===== src/rtl/b9_bist_ctrl.sv =====
// BIST controller for the b9 benchmark: a 41-bit LFSR drives the b9 inputs and
// a 21-bit MISR compacts the b9 outputs into a signature checked against GOLDEN.
module b9_bist_ctrl #(
    parameter int unsigned NUM_PATTERNS = 1024,
    parameter logic [40:0] SEED         = 41'h00000000001,
    parameter logic [20:0] GOLDEN       = 21'h000000
) (
    input  logic        clock,
    input  logic        reset,
    input  logic        start,
    input  logic        abort,
    output logic [40:0] dut_in,
    input  logic [20:0] dut_out,
    output logic        busy,
    output logic        done,
    output logic        pass,
    output logic [20:0] signature,
    output logic [15:0] pat_count,
    output logic [1:0]  dbg_state_o
);

    // Handshake: a run starts when start=1 is sampled in IDLE or DONE; busy is
    // high for the whole run, and done (with pass valid) holds until the next start.
    typedef enum logic [1:0] {
        IDLE = 2'd0,
        RUN  = 2'd1,
        DONE = 2'd2
    } state_t;

    localparam logic [15:0] LAST_PAT = 16'(NUM_PATTERNS - 1);

    state_t      state_q;
    logic [40:0] lfsr_q;
    logic [40:0] lfsr_d;
    logic [20:0] misr_q;
    logic [20:0] misr_d;
    logic [15:0] cnt_q;
    logic        pass_q;

    // LFSR x^41+x^3+1 and MISR x^21+x^2+1, both shifting towards the MSB.
    always_comb begin
        lfsr_d = {lfsr_q[39:0], lfsr_q[40] ^ lfsr_q[2]};
        misr_d = {misr_q[19:0], misr_q[20] ^ misr_q[1]} ^ dut_out;
    end

    always_ff @(posedge clock) begin
        if (reset) begin
            state_q <= IDLE;
            lfsr_q  <= SEED;
            misr_q  <= '0;
            cnt_q   <= '0;
            pass_q  <= 1'b0;
        end else begin
            case (state_q)
                IDLE: begin
                    if (start) begin
                        state_q <= RUN;
                        lfsr_q  <= SEED;
                        misr_q  <= '0;
                        cnt_q   <= '0;
                    end
                end
                RUN: begin
                    if (abort) begin
                        state_q <= IDLE;
                    end else begin
                        lfsr_q <= lfsr_d;
                        misr_q <= misr_d;
                        cnt_q  <= cnt_q + 16'd1;
                        // Verdict is taken from the final signature as it is written.
                        if (cnt_q == LAST_PAT) begin
                            state_q <= DONE;
                            pass_q  <= (misr_d == GOLDEN);
                        end
                    end
                end
                DONE: begin
                    if (start) begin
                        state_q <= RUN;
                        lfsr_q  <= SEED;
                        misr_q  <= '0;
                        cnt_q   <= '0;
                        pass_q  <= 1'b0;
                    end
                end
                default: state_q <= IDLE;
            endcase
        end
    end

    assign dut_in      = lfsr_q;
    assign signature   = misr_q;
    assign pat_count   = cnt_q;
    assign busy        = (state_q == RUN);
    assign done        = (state_q == DONE);
    assign pass        = pass_q;
    assign dbg_state_o = state_q;

endmodule


===== config.mk =====
export PLATFORM = sky130hd
export DESIGN_NAME = b9_bist_ctrl
export DESIGN_NICKNAME = d
export VERILOG_FILES = /design/src/rtl/b9_bist_ctrl.sv
export SDC_FILE = /design/constraint.sdc
export NUM_CORES = 1
export LEC_CHECK = 0
export BUFFER_PORTS_ARGS = -buffer_cell sky130_fd_sc_hd__clkbuf_2
export CAP_MARGIN = 10
export CORE_MARGIN = 10
export CORE_UTILIZATION = 45
export CTS_CLUSTER_DIAMETER = 50
export CTS_CLUSTER_SIZE = 16
export DETAILED_ROUTE_END_ITERATION = 8
export GPL_TIMING_DRIVEN = 0
export PLACE_DENSITY_LB_ADDON = 0.05
export SLEW_MARGIN = 10
export SYNTH_ARGS = -nofsm -noshare
export SYNTH_HDL_FRONTEND = slang
export SYNTH_SLANG_ARGS = --single-unit

===== constraint.sdc =====
create_clock -name clock -period 2.47 [get_ports clock]
set_clock_uncertainty 0.1 [all_clocks]
set_input_delay 0 -clock clock [delete_from_list [all_inputs] [get_ports clock]]
set_output_delay 0 -clock clock [all_outputs]
set_load 0.02 [all_outputs]

==> impl_metrics.env, run 1 <==
export IMPL_outcome="finished clean"
export IMPL_initial_core_util=0.459
export IMPL_r2r_slack_ns=0.62
export IMPL_cp_end_kind="flop"
export IMPL_fillers=666
export IMPL_viasPerCell=5.21
export IMPL_synth_most_common_cell="dfxtp_1"
export IMPL_synth_warning_count=0
export IMPL_ys_seq_elements=81
export IMPL_grt_pass1_wl_mm=15.0
export IMPL_clock_fmax_mhz=540
export IMPL_peakVddDrop_mv=0.326
export IMPL_gp_congestion=0.773
export IMPL_worst_ep_required_time_ns=2.65
export IMPL_grt_antenna_before_repair=0
export IMPL_leakagePower_nw=1.83
export IMPL_relSlewSlack=0.677
export IMPL_multi_input_area_sq_um=1550
export IMPL_rsz0062_at_grt="false"
export IMPL_layout_min_cycle_time_ns=1.85
export IMPL_ant_nets=0
export IMPL_seqCellArea_sq_um=1620
export IMPL_yosys_top_cells_area="dfxtp_1 49%, a22oi_1 9.3%, nor2_1 6.3%"
export IMPL_tns_ns=0
export IMPL_drt_wl_total_mm=9.25
export IMPL_worstSkewPairLatency_ns=0.35
export IMPL_cts_root_buf="clkbuf_8"
export IMPL_first_global_vias=3106
export IMPL_dieArea_sq_um=11100
export IMPL_nNetsFinal=533
export IMPL_first_pass_iters=4
export IMPL_drv_slew=0
export IMPL_fp_dieW_um=106
export IMPL_tightest_slew_ns=0.485
export IMPL_postCtsSetupRepairBufs=0
export IMPL_r2r_start="dbg_state_o[0]$_SDFFE_PP0P_"
export IMPL_antennaDiodeCount=0
export IMPL_track_usage=0.159
export IMPL_h_tree_depth=3
export IMPL_setup_viol=0
export IMPL_yosysSeqAreaShare=0.492
export IMPL_numPortBuffers=107
export IMPL_hold_viol_final=0
export IMPL_drc=0
export IMPL_p_per_area_nw_per_um2=620
export IMPL_worstHoldStart="dut_out[0]"
export IMPL_synth_area_per_cell_sq_um=8.98
export IMPL_critPathKind="reg -> reg"
export IMPL_synth_cell_types=35
export IMPL_power_w=0.00274
export IMPL_path_max_fanout=10
export IMPL_synth_async_reset_ratio=0
export IMPL_rows=31
export IMPL_cts_sinks=81
export IMPL_area_growth_pct=34.1
export IMPL_drt_first_iter_violations=99
export IMPL_dieHeight_um=106
export IMPL_synth_edf_count=0
export IMPL_hold_path_class="in -> reg"
export IMPL_ys_flop_type="dfxtp_1"
export IMPL_synth_nets=393
export IMPL_ctsLongestPathBuffers=2
export IMPL_yosys_top_cells_count="81 x dfxtp_1, 55 x nor2_1, 41 x a22oi_1"
export IMPL_vias=3184
export IMPL_synth_area_sq_um=3300
export IMPL_core_area_sq_um=7180
export IMPL_cts_buffers=9
export IMPL_ios=108
export IMPL_drive_gt1_frac=0.275
export IMPL_netlist_instances=367
export IMPL_post_route_util=0.616
export IMPL_cp_arrival_ns=2.03
export IMPL_maxCapViolCount=0
export IMPL_grt_overflow=0
export IMPL_startpoint="dbg_state_o[0]$_SDFFE_PP0P_"
export IMPL_clk_pin_slew_worst_paths_ns=0.08
export IMPL_cp_start_kind="flop"
export IMPL_yosys_area_top_type_share=0.492
export IMPL_wl_per_cell_um=15.1
export IMPL_hpwlAfterDp_mm=6.61
export IMPL_grt_max_degree=14
export IMPL_fin_crit_sh=0.750
export IMPL_synth_top_cell_by_area="dfxtp_1"
export IMPL_cts_tree="done"
registers in the layout, indices dropped and copies added (netlist names):
| register | flops |
|---|---|
| pass | 1 |
| pat_count | 16 |
| dbg_state_o | 2 |
| signature | 21 |
| dut_in | 41 |
power by group:
part           internal, W  leakage [nW]  switching (W)  total (W)
clock             0.000698         0.120       0.000472    0.00117
sequential         0.00132         0.654      0.0000147    0.00133
combinational    0.0000880          1.06       0.000151   0.000239
timing repair:
action,4_1_cts,5_1_grt
endpoints found under the setup margin,0,0
hold buffers,22,0
hold endpoints to repair,22,0
resized for setup,0,0
layout by cell type, fill, tap and decap left out, types with 2 or more instances in the layout:
cell           Yosys  layout
o21ai_0            5       5
a21oi_1           28      28
inv_1              4       4
nor3_1             7       7
clkbuf_8           0      10
nand3_1           26      26
or3_1              5       5
a22oi_1           41      41
xor2_1            23      23
nor2_1            55      55
clkbuf_1          12      13
buf_1              3       3
xnor2_1           10      10
buf_2             10      10
dfxtp_1           81      81
nor2b_1            2       2
nand2_1           29      29
dlygate4sd3_1      0      22
and4_1             2       2
nand4_1            2       2
clkbuf_2           0     107
nor4_1             4       4
bufinv_16          0       3
nand2b_1           3       3
stage by stage:
step | worst slack [ns] | cell area [sq um] | hold WS [ns] | instances
CTS | 0.595 | 4420 | 0.0392 | 611
finish | 0.618 | 4420 | 0.0515 | 611
global placement | 0.647 | 3960 | 0.222 | 573
floorplan | 0.688 | 3300 | 0.0782 | 367
global route | 0.393 | 4420 | 0.112 | 611
detailed placement | 0.619 | 3960 | 0.226 | 573
path summary, 6_finish.rpt:
path / cells after the start / end
setup / recovery: 5 / dut_in[32]$_SDFFE_PP0P_
hold / removal: 5 / signature[0]$_SDFFE_PP0P_
setup reg to reg: 5 / dut_in[32]$_SDFFE_PP0P_
hold reg to reg: 2 / signature[6]$_SDFFE_PP0P_
critical path: stages, from the launching register on:
cell      delay [ns]
dfxtp_1         0.45
and2b_1         0.27
nor2_1          0.33
clkbuf_1        0.40
a22oi_1         0.12
nor2_1          0.11
logic make-up after synthesis:
family	after synthesis	synth area share
buf+inv	29	0.0368
fa+ha+maj	1	0.00380
flops	81	0.492
compound gates	79	0.165
xor+xnor	33	0.0877
simple gates	144	0.215
layout make-up:
cell class                 count  share of cell area
tap                           99              0.0280
timing repair buffer         129               0.171
multi-input combinational    257               0.351
sequential                    81               0.367
clock buffer                  11              0.0320
clock inverter                 5              0.0232
inverter                       4             0.00340
buffer                        25              0.0241
layer usage:
| metal | global-route usage | vias to the layer above | share of wire |
|---|---|---|---|
| li1 | - | 1561 | - |
| met1 | 0.189 | 1505 | 0.45 |
| met2 | 0.254 | 99 | 0.46 |
| met3 | 0.0633 | 19 | 0.079 |
| met4 | 0.0609 | 0 | 0.016 |
| met5 | 0 | - | 0 |
(Power assumes the default switching activity.)
==> run 2: changes to the inputs <==
Clock period 2.47 ns to 1.82 ns, I/O delays scaled along.
==> run 2 against run 1 <==
Combinational power up 37%; maximum frequency rose by 5.2%; cell count unchanged; wire length hardly changed; critical endpoint is now pass$_SDFFE_PP0P_; largest power group unchanged.
==> impl_metrics.env, run 2 (synthesis results as in run 1) <==
export IMPL_critPathKind="reg -> reg"
export IMPL_drv_slew=0
export IMPL_cts_buffers=9
export IMPL_grt_max_degree=14
export IMPL_rsz0062_at_grt="true"
export IMPL_post_dp_cell_area_sq_um=3960
export IMPL_setup_viol=0
export IMPL_relSlewSlack=0.677
export IMPL_viasPerCell=5.16
export IMPL_tightest_slew_ns=0.485
export IMPL_vias=3154
export IMPL_ctsLongestPathBuffers=2
export IMPL_wl_per_cell_um=15.1
export IMPL_grt_pass1_wl_mm=15.0
export IMPL_pwr_share_clk=0.426
export IMPL_cts_tree="done"
export IMPL_cp_end_kind="flop"
export IMPL_nNetsFinal=533
export IMPL_tns_ns=0
export IMPL_p_per_area_nw_per_um2=838
export IMPL_pwr_share_comb=0.088
export IMPL_maxCapViolCount=0
export IMPL_core_area_sq_um=7180
export IMPL_cp_start_kind="flop"
export IMPL_area_growth_pct=34.8
export IMPL_critPathSlowestCell="dfxtp_1"
export IMPL_cp_arrival_ns=1.89
export IMPL_dieHeight_um=106
export IMPL_ant_nets=0
export IMPL_postCtsSetupRepairBufs=0
export IMPL_final_cell_mix="109 x clkbuf_2, 79 x dfxtp_1, 54 x nor2_1"
export IMPL_worst_ep_required_time_ns=1.95
export IMPL_gp_congestion=0.773
export IMPL_clock_fmax_mhz=568
export IMPL_track_usage=0.159
export IMPL_sw_frac_of_total=0.232
export IMPL_layout_min_cycle_time_ns=1.76
export IMPL_p_switching_w=0.000864
export IMPL_hpwlAfterDp_mm=6.61
export IMPL_hold_viol_final=0
export IMPL_drive_gt1_frac=0.287
export IMPL_cts_sinks=81
export IMPL_fin_crit_sh=0.968
export IMPL_peakVddDrop_mv=0.439
export IMPL_drt_wl_total_mm=9.24
export IMPL_layout_commonest_cell="clkbuf_2"
export IMPL_seq_power_share=0.486
export IMPL_cts_root_buf="clkbuf_8"
export IMPL_initial_core_util=0.459
export IMPL_numPortBuffers=107
export IMPL_drt_first_iter_violations=99
export IMPL_grt_overflow=0
export IMPL_grt_antenna_before_repair=0
export IMPL_first_global_vias=3106
export IMPL_dieArea_sq_um=11100
export IMPL_rows=31
export IMPL_h_tree_depth=3
export IMPL_placedCellCount=573
export IMPL_largest_register_ffs=41
export IMPL_fp_dieW_um=106
export IMPL_outcome="finished clean"
export IMPL_crit_chain="or3b_1, buf_2, nor4_4, nand4bb_1, o41ai_2"
export IMPL_final_cells=611
export IMPL_clk_pin_slew_worst_paths_ns=0.08
export IMPL_design_area_sq_um=4440
export IMPL_worstSkewPairLatency_ns=0.35
export IMPL_max_stage_delay_ns=0.38
export IMPL_antennaDiodeCount=0
export IMPL_path_max_fanout=6
export IMPL_leakagePower_nw=1.84
export IMPL_hold_path_class="in -> reg"
export IMPL_p_int_w=0.00286
export IMPL_first_pass_iters=5
export IMPL_ios=108
export IMPL_drc=0
[run 2: worst max-delay path, delay by kind of cell, from the launching register on]
| kind | cells | cell delay (ns) |
|---|---|---|
| simple gates | 3 | 0.91 |
| flops | 1 | 0.38 |
| buf+inv | 1 | 0.18 |
| compound gates | 1 | 0.07 |
[run 2: final timing paths]
check,startpoint,endpoint,slack [ns],cells after the start
max,dbg_state_o[1]$_SDFFE_PP0P_,pass$_SDFFE_PP0P_,0.06,5
min,dut_out[0],signature[0]$_SDFFE_PP0P_,0.05,5
max reg2reg,dbg_state_o[1]$_SDFFE_PP0P_,pass$_SDFFE_PP0P_,0.06,5
min reg2reg,signature[4]$_SDFFE_PP0P_,signature[4]$_SDFFE_PP0P_,0.40,2
[run 2: stage by stage]
| stage | util | worst slack, ns | power (W) | hold slack [ns] |
|---|---|---|---|---|
| global placement | 0.551 | -0.00327 | 0.00213 | 0.222 |
| finish | 0.619 | 0.0587 | 0.00372 | 0.0523 |
| floorplan | - | 0.0379 | 0.00203 | 0.0782 |
| CTS | 0.617 | 0.0513 | 0.00374 | 0.0392 |
| detailed placement | 0.551 | -0.0313 | 0.00213 | 0.226 |
| global route | 0.619 | -0.0119 | 0.00385 | 0.112 |
[run 2: layout make-up]
type                       instances  area (sq um)
fill                             657          2730
buffer                            25           111
tap                               99           124
inverter                           4          15.0
timing repair buffer             129           756
clock inverter                     5           103
multi-input combinational        257          1570
sequential                        81          1620
clock buffer                      11           141
[run 2: power groups by stage]
stage | Combinational (W) | Sequential, W | Clock [W]
after floorplan | 0.000157 | 0.00187 | 0
after CTS | 0.000324 | 0.00181 | 0.00161
after detailed placement | 0.000284 | 0.00185 | 0
final | 0.000328 | 0.00181 | 0.00159
after global placement | 0.000283 | 0.00185 | 0
after global routing | 0.000359 | 0.00181 | 0.00168
[run 2: per-layer routing]
layer  vias to the layer above  global-route usage  share of wire
met2                        91               0.254           0.46
li1                       1558                   -              -
met1                      1488               0.190           0.44
met4                         0              0.0609          0.016
met5                         -                   0              0
met3                        17              0.0633          0.077
[run 2: timing repair]
action                                  CTS  global route
endpoints found under the setup margin   20             3
hold buffers                             22             0
gates resized for setup                   4             4
endpoints found under the hold margin    22             0
==> run 3: changes to the inputs <==
Clock period 1.82 ns to 1.4 ns, I/O delays scaled along.
==> run 3 against run 2 <==
The flow now finishes with violations (negative hold slack, negative setup slack); hold slack worse by 0.19 ns; sequential power up 30%; combinational power up 110%; sequential share of layout area down 5.6 points; via count up 6.0%; critical path type unchanged; highest routed layer unchanged.
==> impl_metrics.env, run 3 (synthesis results as in run 1) <==
export IMPL_layout_min_cycle_time_ns=1.69
export IMPL_path_max_fanout=4
export IMPL_h_tree_depth=3
export IMPL_viasPerCell=5.27
export IMPL_hold_buffers=12
export IMPL_layout_commonest_cell="clkbuf_2"
export IMPL_wl_per_cell_um=16.9
export IMPL_dieHeight_um=106
export IMPL_hpwlAfterDp_mm=6.57
export IMPL_grt_overflow=0
export IMPL_crit_chain="or3b_1, buf_6, nor4_4, nand4bb_1, o41ai_2"
export IMPL_maxCapViolCount=0
export IMPL_hold_path_class="in -> reg"
export IMPL_ant_nets=0
export IMPL_violations="negative hold slack, negative setup slack"
export IMPL_cp_end_kind="flop"
export IMPL_first_pass_iters=4
export IMPL_final_cell_mix="110 x clkbuf_2, 69 x dfxtp_1, 53 x nor2_1"
export IMPL_grt_antenna_before_repair=0
export IMPL_design_area_sq_um=5350
export IMPL_dieArea_sq_um=11100
export IMPL_rsz0062_at_grt="true"
export IMPL_cts_root_buf="clkbuf_8"
export IMPL_drc=0
export IMPL_first_global_vias=3362
export IMPL_post_dp_cell_area_sq_um=4040
export IMPL_numPortBuffers=107
export IMPL_fp_dieW_um=106
export IMPL_area_growth_pct=62.3
export IMPL_layout_setup_ws_ns=-0.287
export IMPL_tightest_slew_ns=0.535
export IMPL_hold_viol_final=10
export IMPL_drive_gt1_frac=0.520
export IMPL_outcome="finished with violations"
export IMPL_initial_core_util=0.459
export IMPL_largest_register_ffs=41
export IMPL_grt_max_degree=15
export IMPL_vias=3342
export IMPL_clock_fmax_mhz=593
export IMPL_fin_crit_sh=1.21
export IMPL_hold_worst_slack_ns=-0.138
export IMPL_cp_start_kind="flop"
export IMPL_drt_wl_total_mm=10.7
export IMPL_drt_first_iter_violations=77
export IMPL_nNetsFinal=556
export IMPL_gp_congestion=0.766
export IMPL_leakagePower_nw=2.10
export IMPL_setup_viol=81
export IMPL_cp_arrival_ns=1.81
export IMPL_ios=108
export IMPL_relSlewSlack=0.643
export IMPL_clk_pin_slew_worst_paths_ns=0.09
export IMPL_peakVddDrop_mv=0.796
export IMPL_cts_tree="done"
export IMPL_p_per_area_nw_per_um2=927
export IMPL_track_usage=0.180
export IMPL_critPathKind="reg -> reg"
export IMPL_max_stage_delay_ns=0.37
export IMPL_cts_sinks=81
export IMPL_antennaDiodeCount=0
export IMPL_core_area_sq_um=7180
export IMPL_worst_ep_required_time_ns=1.53
export IMPL_drv_slew=0
export IMPL_worstSkewPairLatency_ns=0.35
export IMPL_ctsLongestPathBuffers=2
export IMPL_rows=31
export IMPL_cts_buffers=9
export IMPL_grt_pass1_wl_mm=16.8
export IMPL_critPathSlowestCell="dfxtp_4"
-- run 3: changes by cell type in the layout (fill, tap and decap cells not counted), moves of 4 or more --
cell / delta
dfxtp_4: +7
a21oi_1: -7
buf_8: +11
a22oi_1: -41
a21oi_2: +7
buf_2: -9
buf_6: +14
a22oi_2: +41
buf_4: +14
buf_16: +4
dlygate4sd3_1: -10
nand3_1: -22
dfxtp_1: -10
nand3_2: +22
-- run 3: per-layer routing --
layer	global-route usage	vias up	part of all wire
li1	-	1619	-
met1	0.215	1622	0.43
met2	0.301	85	0.50
met3	0.0542	16	0.061
met4	0.0648	0	0.017
met5	0	-	0
-- run 3: what timing repair did --
item	in CTS	in global routing
gates resized for setup	90	57
setup endpoints to repair	79	82
pin swaps	45	8
hold endpoints to repair	22	10
buffers inserted	18	8
gates cloned	8	1
-- run 3: worst paths after layout --
kind	startpoint	to	slack (ns)	depth (start not counted)
worst max-delay path	dbg_state_o[1]$_SDFFE_PP0P_	pass$_SDFFE_PP0P_	-0.29	5
worst max register to register	dbg_state_o[1]$_SDFFE_PP0P_	pass$_SDFFE_PP0P_	-0.29	5
worst min-delay path	dut_out[11]	signature[11]$_SDFFE_PP0P_	-0.14	4
worst min register to register	signature[12]$_SDFFE_PP0P_	signature[12]$_SDFFE_PP0P_	0.39	2
-- run 3: critical path, delay by kind of cell (launching register included) --
kind	cells	cell delay, ns
and+or+nand+nor	3	0.88
DFF	1	0.37
buffers and inverters	1	0.14
AOI/OAI and AO/OA	1	0.07
-- run 3: power breakdown --
| group | switching [W] | internal (W) |
|---|---|---|
| Sequential | 0.0000307 | 0.00231 |
| Clock | 0.000879 | 0.00105 |
| Combinational | 0.000365 | 0.000316 |
-- run 3: per-stage QoR --
stage / instances / util / power (W) / setup slack (ns) / TNS [ns]
2_1_floorplan: 367 / - / 0.00264 / -0.173 / -1.44
3_3_place_gp: 573 / 0.563 / 0.00278 / -0.246 / -9.40
3_5_place_dp: 573 / 0.563 / 0.00278 / -0.273 / -10.85
4_1_cts: 625 / 0.701 / 0.00487 / -0.273 / -7.40
5_1_grt: 634 / 0.746 / 0.00513 / -0.352 / -17.44
6_report: 634 / 0.746 / 0.00496 / -0.287 / -12.36
-- run 3: cell type report --
type,count,area [sq um]
Clock inverter,4,53.8
Buffer,23,226
Sequential cell,81,1650
Timing Repair Buffer,153,1090
Clock buffer,12,178
Inverter,4,15.0
Multi-Input combinational cell,258,2010
Fill cell,540,1830
Tap cell,99,124
